$ cat src/rtl/dbg_pkg.sv
// Shared encodings for the debug controller: host opcodes, FSM states and
// default step timeout.
package dbg_pkg;
  localparam int STEP_TIMEOUT_DEF = 256;
  localparam int CNT_W            = 9;

  typedef enum logic [2:0] {
    OP_NOP     = 3'd0,
    OP_HALT    = 3'd1,
    OP_RESUME  = 3'd2,
    OP_STEP    = 3'd3,
    OP_RDREG   = 3'd4,
    OP_WRREG   = 3'd5,
    OP_RDPC    = 3'd6,
    OP_ILLEGAL = 3'd7
  } op_e;

  typedef enum logic [2:0] {
    ST_RUN       = 3'd0,
    ST_HALTING   = 3'd1,
    ST_HALTED    = 3'd2,
    ST_STEPPING  = 3'd3,
    ST_STEPDRAIN = 3'd4,
    ST_READ      = 3'd5
  } state_e;
endpackage

$ cat src/rtl/dbg_ctrl.sv
// Run-control debug unit: host command/response channel driving halt, resume,
// single-step and GPR/PC access on a simple in-order core.
module dbg_ctrl
  import dbg_pkg::*;
#(
  parameter int STEP_TIMEOUT  = STEP_TIMEOUT_DEF,
  parameter bit HALT_ON_RESET = 1'b0
) (
  input  logic        clk,
  input  logic        reset,
  input  logic        cmd_valid,
  output logic        cmd_ready,
  input  logic [2:0]  cmd_op,
  input  logic [4:0]  cmd_addr,
  input  logic [31:0] cmd_data,
  output logic        rsp_valid,
  input  logic        rsp_ready,
  output logic [31:0] rsp_data,
  output logic        rsp_err,
  output logic        core_run,
  input  logic        core_idle,
  input  logic        retire,
  input  logic        brk,
  input  logic [31:0] pc,
  output logic [4:0]  gpr_raddr,
  input  logic [31:0] gpr_rdata,
  output logic [4:0]  gpr_waddr,
  output logic [31:0] gpr_wdata,
  output logic        gpr_wen,
  output logic        halted
);
  // Last STEPPING cycle index before timeout; clamps if the parameter exceeds the counter.
  localparam logic [CNT_W-1:0] TO_LIM = (STEP_TIMEOUT >= (1 << CNT_W)) ?
                                        {CNT_W{1'b1}} : CNT_W'(STEP_TIMEOUT - 1);

  state_e           state_q, state_d;
  logic             rsp_valid_q, rsp_valid_d;
  logic [31:0]      rsp_data_q, rsp_data_d;
  logic             rsp_err_q, rsp_err_d;
  logic [4:0]       raddr_q, raddr_d;
  logic [4:0]       waddr_q, waddr_d;
  logic [31:0]      wdata_q, wdata_d;
  logic             wen_q, wen_d;
  logic [CNT_W-1:0] cnt_q, cnt_d;
  logic             halt_rsp_q, halt_rsp_d;
  logic             halt_err_q, halt_err_d;
  logic             accept;
  op_e              op;

  assign op        = op_e'(cmd_op);
  assign cmd_ready = ((state_q == ST_RUN) || (state_q == ST_HALTED)) && !rsp_valid_q;
  assign accept    = cmd_valid && cmd_ready;

  assign core_run  = (state_q == ST_RUN) || (state_q == ST_STEPPING);
  assign halted    = (state_q == ST_HALTED);
  assign rsp_valid = rsp_valid_q;
  assign rsp_data  = rsp_data_q;
  assign rsp_err   = rsp_err_q;
  assign gpr_raddr = raddr_q;
  assign gpr_waddr = waddr_q;
  assign gpr_wdata = wdata_q;
  assign gpr_wen   = wen_q;

  always_comb begin
    state_d     = state_q;
    rsp_valid_d = rsp_valid_q;
    rsp_data_d  = rsp_data_q;
    rsp_err_d   = rsp_err_q;
    raddr_d     = raddr_q;
    waddr_d     = waddr_q;
    wdata_d     = wdata_q;
    wen_d       = 1'b0;
    cnt_d       = cnt_q;
    halt_rsp_d  = halt_rsp_q;
    halt_err_d  = halt_err_q;

    if (rsp_valid_q && rsp_ready) rsp_valid_d = 1'b0;

    case (state_q)
      ST_RUN: begin
        // A breakpoint halts silently; a host HALT in the same cycle overrides and owns the response.
        if (brk) begin
          state_d    = ST_HALTING;
          halt_rsp_d = 1'b0;
          halt_err_d = 1'b0;
        end
        if (accept) begin
          rsp_valid_d = 1'b1;
          rsp_data_d  = '0;
          rsp_err_d   = 1'b0;
          case (op)
            OP_HALT: begin
              rsp_valid_d = 1'b0;
              state_d     = ST_HALTING;
              halt_rsp_d  = 1'b1;
              halt_err_d  = 1'b0;
            end
            OP_NOP, OP_RESUME: rsp_err_d = 1'b0;
            default:           rsp_err_d = 1'b1;
          endcase
        end
      end

      ST_HALTED: begin
        if (accept) begin
          rsp_valid_d = 1'b1;
          rsp_data_d  = '0;
          rsp_err_d   = 1'b0;
          case (op)
            OP_RESUME: state_d = ST_RUN;
            OP_STEP: begin
              rsp_valid_d = 1'b0;
              state_d     = ST_STEPPING;
              cnt_d       = '0;
            end
            OP_RDREG: begin
              rsp_valid_d = 1'b0;
              raddr_d     = cmd_addr;
              state_d     = ST_READ;
            end
            OP_WRREG: begin
              waddr_d = cmd_addr;
              wdata_d = cmd_data;
              wen_d   = (cmd_addr != 5'd0);
            end
            OP_RDPC:    rsp_data_d = pc;
            OP_ILLEGAL: rsp_err_d  = 1'b1;
            default:    rsp_err_d  = 1'b0;
          endcase
        end
      end

      ST_READ: begin
        rsp_valid_d = 1'b1;
        rsp_data_d  = gpr_rdata;
        rsp_err_d   = 1'b0;
        state_d     = ST_HALTED;
      end

      ST_HALTING: begin
        if (core_idle) begin
          state_d = ST_HALTED;
          if (halt_rsp_q) begin
            rsp_valid_d = 1'b1;
            rsp_data_d  = pc;
            rsp_err_d   = halt_err_q;
          end
          halt_rsp_d = 1'b0;
          halt_err_d = 1'b0;
        end
      end

      ST_STEPPING: begin
        if (retire || brk) begin
          state_d = ST_STEPDRAIN;
        end else if (cnt_q >= TO_LIM) begin
          state_d    = ST_HALTING;
          halt_rsp_d = 1'b1;
          halt_err_d = 1'b1;
        end else if (cnt_q != {CNT_W{1'b1}}) begin
          cnt_d = cnt_q + 1'b1;
        end
      end

      ST_STEPDRAIN: begin
        if (core_idle) begin
          state_d     = ST_HALTED;
          rsp_valid_d = 1'b1;
          rsp_data_d  = pc;
          rsp_err_d   = 1'b0;
        end
      end

      default: state_d = ST_RUN;
    endcase
  end

  always_ff @(posedge clk or negedge reset) begin
    if (!reset) begin
      if (HALT_ON_RESET) state_q <= ST_HALTED;
      else               state_q <= ST_RUN;
      rsp_valid_q <= 1'b0;
      rsp_data_q  <= '0;
      rsp_err_q   <= 1'b0;
      raddr_q     <= '0;
      waddr_q     <= '0;
      wdata_q     <= '0;
      wen_q       <= 1'b0;
      cnt_q       <= '0;
      halt_rsp_q  <= 1'b0;
      halt_err_q  <= 1'b0;
    end else begin
      state_q     <= state_d;
      rsp_valid_q <= rsp_valid_d;
      rsp_data_q  <= rsp_data_d;
      rsp_err_q   <= rsp_err_d;
      raddr_q     <= raddr_d;
      waddr_q     <= waddr_d;
      wdata_q     <= wdata_d;
      wen_q       <= wen_d;
      cnt_q       <= cnt_d;
      halt_rsp_q  <= halt_rsp_d;
      halt_err_q  <= halt_err_d;
    end
  end
endmodule

$ cat config.mk
export PLATFORM = sky130hd
export DESIGN_NAME = dbg_ctrl
export DESIGN_NICKNAME = d
export VERILOG_FILES = /design/src/rtl/dbg_pkg.sv /design/src/rtl/dbg_ctrl.sv
export SDC_FILE = /design/constraint.sdc
export NUM_CORES = 1
export LEC_CHECK = 0
export BUFFER_PORTS_ARGS = -buffer_cell sky130_fd_sc_hd__buf_2
export CORE_MARGIN = 8
export CORE_UTILIZATION = 35
export CTS_CLUSTER_DIAMETER = 200
export CTS_CLUSTER_SIZE = 24
export DETAILED_ROUTE_END_ITERATION = 8
export PLACE_DENSITY = 0.65
export SLEW_MARGIN = 15
export SYNTH_ARGS = -nofsm -noshare
export SYNTH_HDL_FRONTEND = slang
export SYNTH_SLANG_ARGS = --single-unit
$ cat constraint.sdc
create_clock -name clk -period 2.3 [get_ports clk]
set_clock_uncertainty 0.1 [all_clocks]
set_input_delay 0.345 -clock clk [delete_from_list [all_inputs] [get_ports clk]]
set_output_delay 0.345 -clock clk [all_outputs]
set_load 0.02 [all_outputs]
== Word level (Yosys, flattened, before mapping) ==
Cells that the tools add are included.

* Add/sub/neg operators: 1
* Magnitude comparators: 1
* Eq/ne operators: 26
* Multiplexer cells: 52
* Reduce and logical (&&, ||, !) cells: 22

{| class="wikitable"
|+ Operator list
! operator !! count
|-
| 2-to-1 mux 32 bit || 6
|-
| case mux 32 bit (5 select lines) || 1
|-
| 2-to-1 mux 9 bit || 5
|-
| 2-to-1 mux 1 bit || 26
|-
| 2-to-1 mux 3 bit || 7
|-
| equality test 3 bit, second input constant || 6
|-
| case mux 9 bit (2 select lines) || 1
|-
| case mux 3 bit (5 select lines) || 1
|-
| equality test 3 x 2 -> 1 bit, second input constant || 4
|-
| != test 2 bit, second input constant || 6
|-
| AND reduction 6 bit || 2
|-
| != test 2 x 1 -> 1 bit, second input constant || 5
|-
| case mux 1 bit (5 select lines) || 2
|-
| nonzero test 5 bit || 2
|-
| adder 9 x 1 -> 9 bit, second input constant || 1
|-
| >= comparator 9 x 8 -> 1 bit, second input constant || 1
|-
| != test 9 bit, second input constant || 1
|-
| case mux 3 bit (3 select lines) || 1
|-
| AND reduction 4 bit || 2
|-
| equality test 3 x 1 -> 1 bit, second input constant || 2
|-
| zero test 3 bit || 2
|-
| case mux 1 bit (3 select lines) || 2
|-
| AND reduction 3 bit || 2
|-
| != test 4 x 1 -> 1 bit, second input constant || 1
|-
| 8 further kinds || 13
|}

* Flip-flop bits (word level): 91
* Word-level logic and storage cells: 113

== Depth between registers and ports, before layout ==
* Word-level depth: 6
* Mapped depth: 11
* Depth with buffers taken out: 10

== Worst setup path before layout ==
OpenSTA, ideal clock, no wires.

* Kind: register -> register
* Start point: register cnt_q[0]
* End point: register cnt_q[1]
* Library setup time: 121 ps
* Arrival: 2078 ps
* Data required time: 2079 ps
* Setup slack: 1 ps
* Cell stages (with the launch flop): 11
* Clock period less this slack: 2299 ps
* Path through: dfrtp_1 -> ha_1 -> and3_1 -> nand2_1 -> nor2_1 -> ha_1 -> nor3_1 -> o31a_1 -> clkbuf_1 -> o22ai_1 -> a22o_1

* Cells in the longest elaborated chain, start to end: 5
* Elaborated cells on any way between the ends: 10
* Classes of those cells: add/sub: 1; order compare: 1; eq/ne: 3; mux: 4; reduce/logical: 1

{| class="wikitable"
|+ RTL lines
! what !! line !! source
|-
| start: declaration || dbg_ctrl.sv:44 || <nowiki>logic [CNT_W-1:0] cnt_q, cnt_d;</nowiki>
|-
| start signal: assignment || dbg_ctrl.sv:201 || <nowiki>cnt_q <= cnt_d;</nowiki>
|-
| adder 9 x 1 -> 9 bit || dbg_ctrl.sv:161 || <nowiki>cnt_d = cnt_q + 1'b1;</nowiki>
|-
| 2-to-1 mux 9 bit || dbg_ctrl.sv:160 || <nowiki>end else if (cnt_q != {CNT_W{1'b1}}) begin</nowiki>
|-
| 2-to-1 mux 9 bit || dbg_ctrl.sv:156 || <nowiki>end else if (cnt_q >= TO_LIM) begin</nowiki>
|-
| 2-to-1 mux 9 bit || dbg_ctrl.sv:154 || <nowiki>if (retire || brk) begin</nowiki>
|-
| case mux 9 bit (2 select lines) || dbg_ctrl.sv:79 || <nowiki>case (state_q)</nowiki>
|}

Parallel ways exist; a longest one is shown, timed or not. The select of a mux whose other input is x is not followed.
A chain may end at the register's enable or synchronous reset.

== Worst setup path in the final report ==
* Start point: register cnt_q[0]
* End point: register cnt_q[2]

Same word-level chain as after synthesis.

==> impl_metrics.ini <==
[run_status]
status = complete, no violations

[yosys]
synthFlopType = dfrtp_1
yosys_warnings = 0
synth.most_common_cell = dfrtp_1
post_synth_net_total = 495
post_synth_main_area_contributors = dfrtp_1, mux2_2, a22oi_1
synth_cell_types = 57
synth_edf_count = 0
asyncSetResetFlopFracSynth = 1.00
post_synth.cell_area_avg_um2 = 11.2
synth_sequential_area_ratio = 0.535
yosys_register_bits = 91
synth_top_area_frac = 0.535
synth.largest_area_cell = dfrtp_1
post_synth_instance_area_um2 = 4260
synthesis.instances = 381
post_synth_most_frequent_cells = dfrtp_1, nand2_1, o21ai_0

[sta]
min_period_over_period = 0.950
grt_setup_unrepaired = no
final-setup-viol-count = 0
final.min_clock_period_ns = 2.19
achievable-frequency_mhz = 458
worst_slew_slack_as_a_fraction_of_its_limit = 0.558
worst_pin_slew_ns = 0.661
timing_hold_violations_final = 0
final-max-slew-violation-count = 0

[floorplanning]
pin_count = 191
chipHeight_um = 126
die_area_um2 = 16000
placeableCoreArea_um2 = 12000
row_count = 40
width_of_the_die_um = 126
floorplan.initialDensity = 0.356

[finish]
drive_gt1_frac = 0.462
fin_util = 0.492
syn_to_final_growth_pct = 38.1
finish.instance_area_um2 = 5880
n_fill_cell = 1105
final_net_count = 702

[grt]
via_count_of_the_first_global_routing_pass = 3922
globalRoute.totalOverflow = 0
grt_first_pass_wirelength_um = 19300
grt_use_total = 0.149
largest_net_degree_at_the_start_of_global_routing = 47
grt_antenna_before_repair = 0

[critical_path]
critPathMaxFanout = 4
crit_path_start_kind = register
critPathRequiredTime_ns = 2.45
timing.critical_path.cells = ha_2 -> and3_4 -> nand2_1 -> nor2_1 -> ha_1 -> nor3_2 -> o31a_1 -> buf_4 -> a31oi_1 -> a31oi_1
worst_setup_path_end_kind = register
arrival_ns = 2.34
worst_path_largest_cell_delay_ns = 0.41
setup.worst_path.class = reg -> reg
timing.critical_path.slowest_stage_cell = dfrtp_1
crit_top_cell = a31oi_1

[detailed_routing]
first_iter_violations = 167
wire_per_inst_um = 16.5
drc_errors = 0
routed_wirelength_um = 12200
count_of_antenna_violating_nets_left_after_detailed_routing = 0
vias = 3798
post_drt_via_cell_ratio = 5.13
detailedRoute.firstPassIterationCount = 5

[power_and_ir_drop]
max-vdd-ir-drop_mv = 0.428
total_power_mw = 7.37
power_leakage_nw = 3.04
powerDensity_nw_per_um2 = 1250

[clock_network]
tritoncts = built
cts_num_sinks = 91
clk-insertion-delay-late_ns = 0.34
cts_buffer_depth = 2
cts_buffers = 9
cts_max_level = 3
root_buffer = clkbuf_16
cts.reportedPaths.clkPinSlew_ns = 0.07

[placed_design]
hpwl_um = 9370
detailed_place.area_um2 = 5490
gp_congestion = 0.808
portBuffers = 190

[hold_path]
hp-class = in -> reg

[run]
cap_violations = 0
[power by group]
part	leakage (nW)	internal [mW]	total [mW]	switching, mW
combinational	1.67	1.30	3.33	2.03
clock	0.156	0.960	1.60	0.638
sequential	1.22	2.14	2.44	0.306
[cells in the final DEF (no fill, tap or decap), drive strengths merged, types with 3 or more instances in the layout]
cell	n
nand3	4
nand2	50
clkbuf	9
a31oi	12
inv	9
a22oi	33
nor3	5
o21ai	38
a21oi	13
ha	3
buf	218
mux2	42
a21o	5
dfrtp	91
and3	5
nor2	11
[final timing paths]
kind | start | end | slack [ns] | depth (start not counted)
max in group asynchronous | reset | rsp_data[26] | 1.12 | 3
max reg2reg | cnt_q[0] | cnt_q[2] | 0.11 | 10
min reg2reg | rsp_data[7] | rsp_data[7] | 0.37 | 2
min | cmd_data[10] | gpr_wdata[10] | 0.12 | 2
max | cnt_q[0] | cnt_q[2] | 0.11 | 10
min in group asynchronous | reset | rsp_valid | 0.39 | 2
[worst max-delay path: cells and delay by family, from the launching register on]
kind | cells | cell delay, ns
simple gates | 4 | 0.53
compound gates | 3 | 0.50
buf+inv | 1 | 0.15
flops | 1 | 0.41
fa+ha+maj | 2 | 0.40
[per-layer routing]
metal / up-vias / GRT usage / wire (um)
li1: 1813 / - / -
met1: 1809 / 0.173 / 5170
met2: 166 / 0.246 / 5850
met3: 10 / 0.0549 / 1030
met4: 0 / 0.0573 / 144
met5: - / 0 / 0
[metrics by stage]
step           hold WS, ns  TNS, ns  cells  worst slack, ns
5_1_grt              0.105        0    740           0.0188
3_5_place_dp         0.198   -0.141    719          -0.0405
3_3_place_gp         0.196        0    719           0.0620
4_1_cts              0.105        0    736           0.0315
6_report             0.117        0    741            0.114
2_1_floorplan      -0.0506        0    381         0.000784
[sequential cells by signal, summed over array words and instances, names as in the netlist]
register / count
gpr_wdata: 32
rsp_data: 32
cnt_q: 9
gpr_raddr: 5
gpr_waddr: 5
state_q: 3
gpr_wen: 1
halt_err_q: 1
halt_rsp_q: 1
rsp_err: 1
rsp_valid: 1
[cells by family after synthesis]
family | after synthesis | synth area share
multiplexers | 42 | 0.111
XOR/XNOR | 2 | 0.00411
flip-flops | 91 | 0.535
buffers and inverters | 30 | 0.0376
AO/OA/AOI/OAI | 123 | 0.196
adder cells (fa/ha/maj) | 3 | 0.00882
AND/OR/NAND/NOR | 90 | 0.108
[repair_timing]
| item | 4_1_cts | 5_1_grt |
|---|---|---|
| gates resized for setup | 3 | 3 |
| endpoints found under the hold margin | 26 | 0 |
| hold buffers | 1 | 0 |
| pin swaps | 0 | 1 |
| setup buffers | 0 | 4 |
| setup endpoints to repair | 11 | 9 |
[final cells by class]
cell class,count,area [um2],area share
inverters,7,26.3,0.00447
well taps,147,184,0.0313
clock buffers,9,225,0.0383
repair buffers,219,1210,0.207
clock inverters,7,98.8,0.0168
multi-input cells,260,1850,0.315
flip-flops and latches,91,2280,0.387
diodes,1,2.50,0.000425
(Power assumes the default switching activity.)
